File: config.mk
export PLATFORM = sky130hd
export DESIGN_NAME = sequencer
export DESIGN_NICKNAME = d
export VERILOG_FILES = /design/src/rtl/sequencer_pkg.sv /design/src/rtl/sequencer_byte_sel.sv /design/src/rtl/sequencer.sv
export SDC_FILE = /design/constraint.sdc
export NUM_CORES = 1
export LEC_CHECK = 0
export ABC_CLOCK_PERIOD_IN_PS = 1800
export CAP_MARGIN = 20
export CELL_PAD_IN_SITES_DETAIL_PLACEMENT = 1
export CELL_PAD_IN_SITES_GLOBAL_PLACEMENT = 2
export CORE_UTILIZATION = 32
export DETAILED_ROUTE_END_ITERATION = 7
export GPL_ROUTABILITY_DRIVEN = 0
export GPL_TIMING_DRIVEN = 0
export PLACE_DENSITY = 0.86
export SLEW_MARGIN = 30
export SYNTH_ARGS = -nofsm -noshare
export SYNTH_HDL_FRONTEND = slang
export SYNTH_SLANG_ARGS = --single-unit
File: constraint.sdc
create_clock -name clk -period 1.8 [get_ports clk]
set_clock_uncertainty 0.1 [all_clocks]
set_input_delay 0.36 -clock clk [delete_from_list [all_inputs] [get_ports clk]]
set_output_delay 0.36 -clock clk [all_outputs]
set_load 0.01 [all_outputs]
File: src/rtl/sequencer_pkg.sv
// Shared types and widths for the byte sequencer.
package sequencer_pkg;

  typedef enum logic [1:0] {
    IDLE = 2'd0,
    RUN  = 2'd1,
    DONE = 2'd2
  } seq_state_t;

  localparam int SEQ_WORD_W         = 32;
  localparam int SEQ_BYTE_W         = 8;
  localparam int SEQ_CNT_W          = 8;
  localparam int SEQ_BYTES_PER_WORD = 4;
  localparam int SEQ_IDX_W          = $clog2(SEQ_BYTES_PER_WORD);

endpackage

File: src/rtl/sequencer_byte_sel.sv
// Combinational byte picker for the sequencer; SEQUENCER_MSB_FIRST_EN selects
// MSB-first lane order, otherwise bytes come out LSB-first.
module seq_byte_sel
  import sequencer_pkg::*;
(
  input  logic [SEQ_WORD_W-1:0] word,
  input  logic [SEQ_IDX_W-1:0]  idx,
  output logic [SEQ_BYTE_W-1:0] sel_byte
);

  logic [SEQ_IDX_W-1:0] lane;
  logic [SEQ_BYTE_W-1:0] lanes [SEQ_BYTES_PER_WORD];

`ifdef SEQUENCER_MSB_FIRST_EN
  assign lane = ~idx;
`else
  assign lane = idx;
`endif

  for (genvar gi = 0; gi < SEQ_BYTES_PER_WORD; gi++) begin : g_lane
    assign lanes[gi] = word[SEQ_BYTE_W*gi +: SEQ_BYTE_W];
  end

  assign sel_byte = lanes[lane];

endmodule

File: src/rtl/sequencer.sv
// Byte sequencer: latches a word and count on start, emits that many bytes
// (wrapping across the word), then holds Seq_done until Seq_en drops.
module sequencer
  import sequencer_pkg::*;
(
  input  logic                  clk,
  input  logic                  rst,
  input  logic                  Seq_en,
  input  logic [SEQ_CNT_W-1:0]  n,
  input  logic [SEQ_WORD_W-1:0] in,
  output logic                  Seq_done,
  output logic [SEQ_BYTE_W-1:0] Sequence
);

  seq_state_t            state_reg, state_next;
  logic [SEQ_WORD_W-1:0] word_reg, word_next;
  logic [SEQ_CNT_W-1:0]  cnt_reg, cnt_next;
  logic [SEQ_CNT_W-1:0]  sent_reg, sent_next;
  logic [SEQ_IDX_W-1:0]  idx_reg, idx_next;
  logic [SEQ_BYTE_W-1:0] seq_reg, seq_next;
  logic                  done_reg, done_next;

  logic [SEQ_WORD_W-1:0] sel_word;
  logic [SEQ_IDX_W-1:0]  sel_idx;
  logic [SEQ_BYTE_W-1:0] sel_byte;

  // On the start edge the word is not latched yet, so byte 0 comes straight from in.
  assign sel_word = (state_reg == IDLE) ? in : word_reg;
  assign sel_idx  = (state_reg == IDLE) ? '0 : idx_reg + 1'b1;

  seq_byte_sel u_byte_sel (
    .word     (sel_word),
    .idx      (sel_idx),
    .sel_byte (sel_byte)
  );

  always_ff @(posedge clk or negedge rst) begin
    if (!rst) begin
      state_reg <= IDLE;
      word_reg  <= '0;
      cnt_reg   <= '0;
      sent_reg  <= '0;
      idx_reg   <= '0;
      seq_reg   <= '0;
      done_reg  <= 1'b0;
    end else begin
      state_reg <= state_next;
      word_reg  <= word_next;
      cnt_reg   <= cnt_next;
      sent_reg  <= sent_next;
      idx_reg   <= idx_next;
      seq_reg   <= seq_next;
      done_reg  <= done_next;
    end
  end

  always_comb begin
    state_next = state_reg;
    word_next  = word_reg;
    cnt_next   = cnt_reg;
    sent_next  = sent_reg;
    idx_next   = idx_reg;
    seq_next   = '0;
    done_next  = 1'b0;
    case (state_reg)
      IDLE: begin
        if (Seq_en) begin
          word_next = in;
          cnt_next  = n;
          idx_next  = '0;
          sent_next = SEQ_CNT_W'(1);
          if (n != '0) begin
            state_next = RUN;
            seq_next   = sel_byte;
          end else begin
            state_next = DONE;
            done_next  = 1'b1;
          end
        end
      end
      RUN: begin
        if (!Seq_en) begin
          state_next = IDLE;
        end else if (sent_reg == cnt_reg) begin
          state_next = DONE;
          done_next  = 1'b1;
        end else begin
          seq_next  = sel_byte;
          idx_next  = idx_reg + 1'b1;
          sent_next = sent_reg + 1'b1;
        end
      end
      DONE: begin
        if (!Seq_en) state_next = IDLE;
        else         done_next  = 1'b1;
      end
      default: state_next = IDLE;
    endcase
  end

  assign Sequence = seq_reg;
  assign Seq_done = done_reg;

endmodule

==> flow_summary.json <==
{
  "outcome": "complete, but fails checks",
  "violations": "negative setup slack",
  "synth-xor-area-share_pct": 3.80,
  "p_per_area_nw_per_um2": 1180,
  "whs_ps": 339,
  "diodes": 0,
  "startpoint": "state_reg[0]$_DFFE_PN0P_",
  "synth_ff_type": "dfrtp_1",
  "root_buffer": "clkbuf_8",
  "r2r-end": "Seq_done$_DFF_PN0_",
  "period_share_pct": 108,
  "leakage_nw": 1.65,
  "start_kind": "flop",
  "synth_cell_types": 34,
  "drt-wirelength-per-cell_um": 19.0,
  "yosys.area_share.simple_pct": 7.60,
  "clockBufferDepth": 2,
  "drt_first_pass_iters": 4,
  "syn_nets": 249,
  "die_width_um": 95.0,
  "cts_tree": "done",
  "fin_nets": 335,
  "via_per_inst": 5.03,
  "synthCells": 205,
  "ir_drop_mv": 0.448,
  "hold_violations": 0,
  "initialDrtViolationCount": 91,
  "synth.largest_area_cell": "dfrtp_1",
  "postRouteAntennaNets": 0,
  "hp-class": "primary input to asynchronous set/reset pin",
  "largest_reg_flops": 32,
  "synthTopCellsByArea": "dfrtp_1, mux2_2, mux4_2",
  "grt_max_degree": 43,
  "synth-seq-area-share_pct": 55.2,
  "clkSlewWorstSetupHoldPaths_ps": 70,
  "r2r_start": "state_reg[0]$_DFFE_PN0P_",
  "crit_required_ps": 1970,
  "synth.area.mux_share_pct": 23.6,
  "fmax_mhz": 514,
  "netlist.area_leader.share_pct": 55.2,
  "drv_cap": 0,
  "ys_ff_latch": 61,
  "antenna_found_initial": 0,
  "crit_arrival_ps": 2110,
  "overflow": 0,
  "grt_usage_pct": 18.1,
  "max_slew_margin_pct": 54.9,
  "synth_top_family_by_area": "multiplexers",
  "synthArstFlopShare_pct": 100,
  "ff_latch_area_sq_um": 1530,
  "multi_input_area_sq_um": 1330,
  "die_h_um": 95.0,
  "area_growth_pct": 45.4,
  "yosys_warnings": 0,
  "grt_pass1_vias": 2253,
  "cp_max_fo": 5,
  "r2r_cells": 5,
  "finalNonFillerCells": 401,
  "fin_setup_tns_ps": -503,
  "clock_latency_ps": 340,
  "fillers": 823,
  "io_pins": 52,
  "start_util_pct": 33.3,
  "synth-edff-count": 0,
  "rows": 33,
  "num_vias": 2018,
  "synth-compound-area-share_pct": 7.51,
  "cp-end-kind": "flop",
  "synth_fa_ha_area_share_pct": 0.452,
  "die_area_sq_um": 9020,
  "dp_hpwl_um": 4710,
  "yosysMostFrequentCell": "dfrtp_1",
  "path_class": "flop to flop",
  "syn_area_per_cell_sq_um": 13.5,
  "placed_cells": 362,
  "portBuffers": 51,
  "wirelength_um": 7630,
  "rsz0062_at_grt": "true",
  "tightest_slew_ps": 676,
  "period_minus_slack_ps": 1940,
  "syn_area_sq_um": 2770,
  "h-tree-depth": 3,
  "cts_made_buffers": 9,
  "synth_commonest_cells": "dfrtp_1, mux2_2, nand2_1",
  "layout-drive-gt1-share_pct": 40.5,
  "rrSetupSlack_ps": -140,
  "core_sq_um": 8300,
  "fin_ws_ps": -145,
  "grt_pass1_wl_um": 11800,
  "clock_sinks": 61,
  "drc": 0,
  "slew_viol_final": 0,
  "setup_viol": 10
}
[placed cells by master (no fill, tap or decap), types with 2 or more instances in the layout]
cell type / synthesis / final
dfrtp_1: 61 / 58
clkdlybuf4s50_1: 0 / 50
mux2_2: 37 / 37
buf_4: 0 / 17
nand2_1: 11 / 11
clkbuf_8: 0 / 11
o21ai_0: 10 / 10
buf_6: 0 / 10
mux4_2: 8 / 8
a21oi_2: 1 / 8
nor2_1: 9 / 8
xor2_2: 0 / 6
clkbuf_1: 3 / 4
mux2_1: 4 / 4
xnor2_1: 4 / 4
inv_1: 4 / 3
a31oi_1: 5 / 3
dfrtp_2: 0 / 3
nor4_1: 2 / 2
nor4_4: 2 / 2
nand3_1: 2 / 2
and2_1: 2 / 2
a211oi_1: 2 / 2
a311o_1: 2 / 2
nand4_1: 2 / 2
a31oi_2: 0 / 2
clkinv_2: 0 / 2
bufinv_16: 0 / 2
[worst max-delay path by stage]
stage | end | cells after the start
5_1_grt | Seq_done$_DFF_PN0_ | 5
3_5_place_dp | word_reg[27]$_DFFE_PN0P_ | 5
6_report | Seq_done$_DFF_PN0_ | 5
4_1_cts | Sequence[2]$_DFF_PN0_ | 7
3_3_place_gp | word_reg[28]$_DFFE_PN0P_ | 1
2_1_floorplan | idx_reg[1]$_DFFE_PN0P_ | 4
[cells by family (layout without fill, tap and decap cells)]
logic type,after synthesis,after routing
AO/OA/AOI/OAI,33,33
XOR/XNOR,12,12
adder cells (fa/ha/maj),1,1
buffers and inverters,12,103
flip-flops,61,61
multiplexers,50,50
AND/OR/NAND/NOR,36,36
[layer usage]
metal	up-vias	GRT usage, %	wire length [um]
li1	914	-	-
met3	12	4.35	281
met5	-	0	0
met4	0	8.46	162
met1	1045	21.9	3220
met2	47	30.4	3960
[final cells by class]
class / count / share of cell area [%]
tap: 105 / 3.27
clock buffer: 12 / 3.86
multi-input combinational: 132 / 33.1
buffer: 8 / 1.59
clock inverter: 4 / 1.74
timing repair buffer: 75 / 18.0
sequential: 61 / 38.1
inverter: 4 / 0.373
[report_power, final]
group | total (mW) | leakage (nW) | internal (mW) | switching, mW
logic | 1.45 | 0.789 | 0.817 | 0.629
registers | 1.91 | 0.741 | 1.69 | 0.224
clock network | 1.37 | 0.116 | 0.851 | 0.520
[what timing repair did]
| action | CTS | global route |
|---|---|---|
| buffers inserted | 15 | 7 |
| gates resized for setup | 16 | 28 |
| setup endpoints to repair | 52 | 56 |
| pin swaps | 7 | 9 |
| endpoints found under the hold margin | 19 | 0 |
| hold buffers | 1 | 0 |
[worst max-delay path, cell delays in order (launching register included)]
cell and delay (ps):
dfrtp_1 490, inv_1 200, nor2_1 440, nand3_1 240
o21ai_0 220, and2_1 190
[per-stage QoR]
step | utilization (%) | setup slack [ps] | power, mW | cell area, sq um
2_1_floorplan | - | 45.7 | 2.62 | 2770
3_3_place_gp | 41.1 | -1750 | 3.00 | 3410
3_5_place_dp | 41.3 | -643 | 3.07 | 3420
4_1_cts | 46.3 | 4.48 | 4.58 | 3840
5_1_grt | 48.5 | -201 | 4.97 | 4020
6_report | 48.5 | -145 | 4.73 | 4020
(Power assumes the default switching activity.)
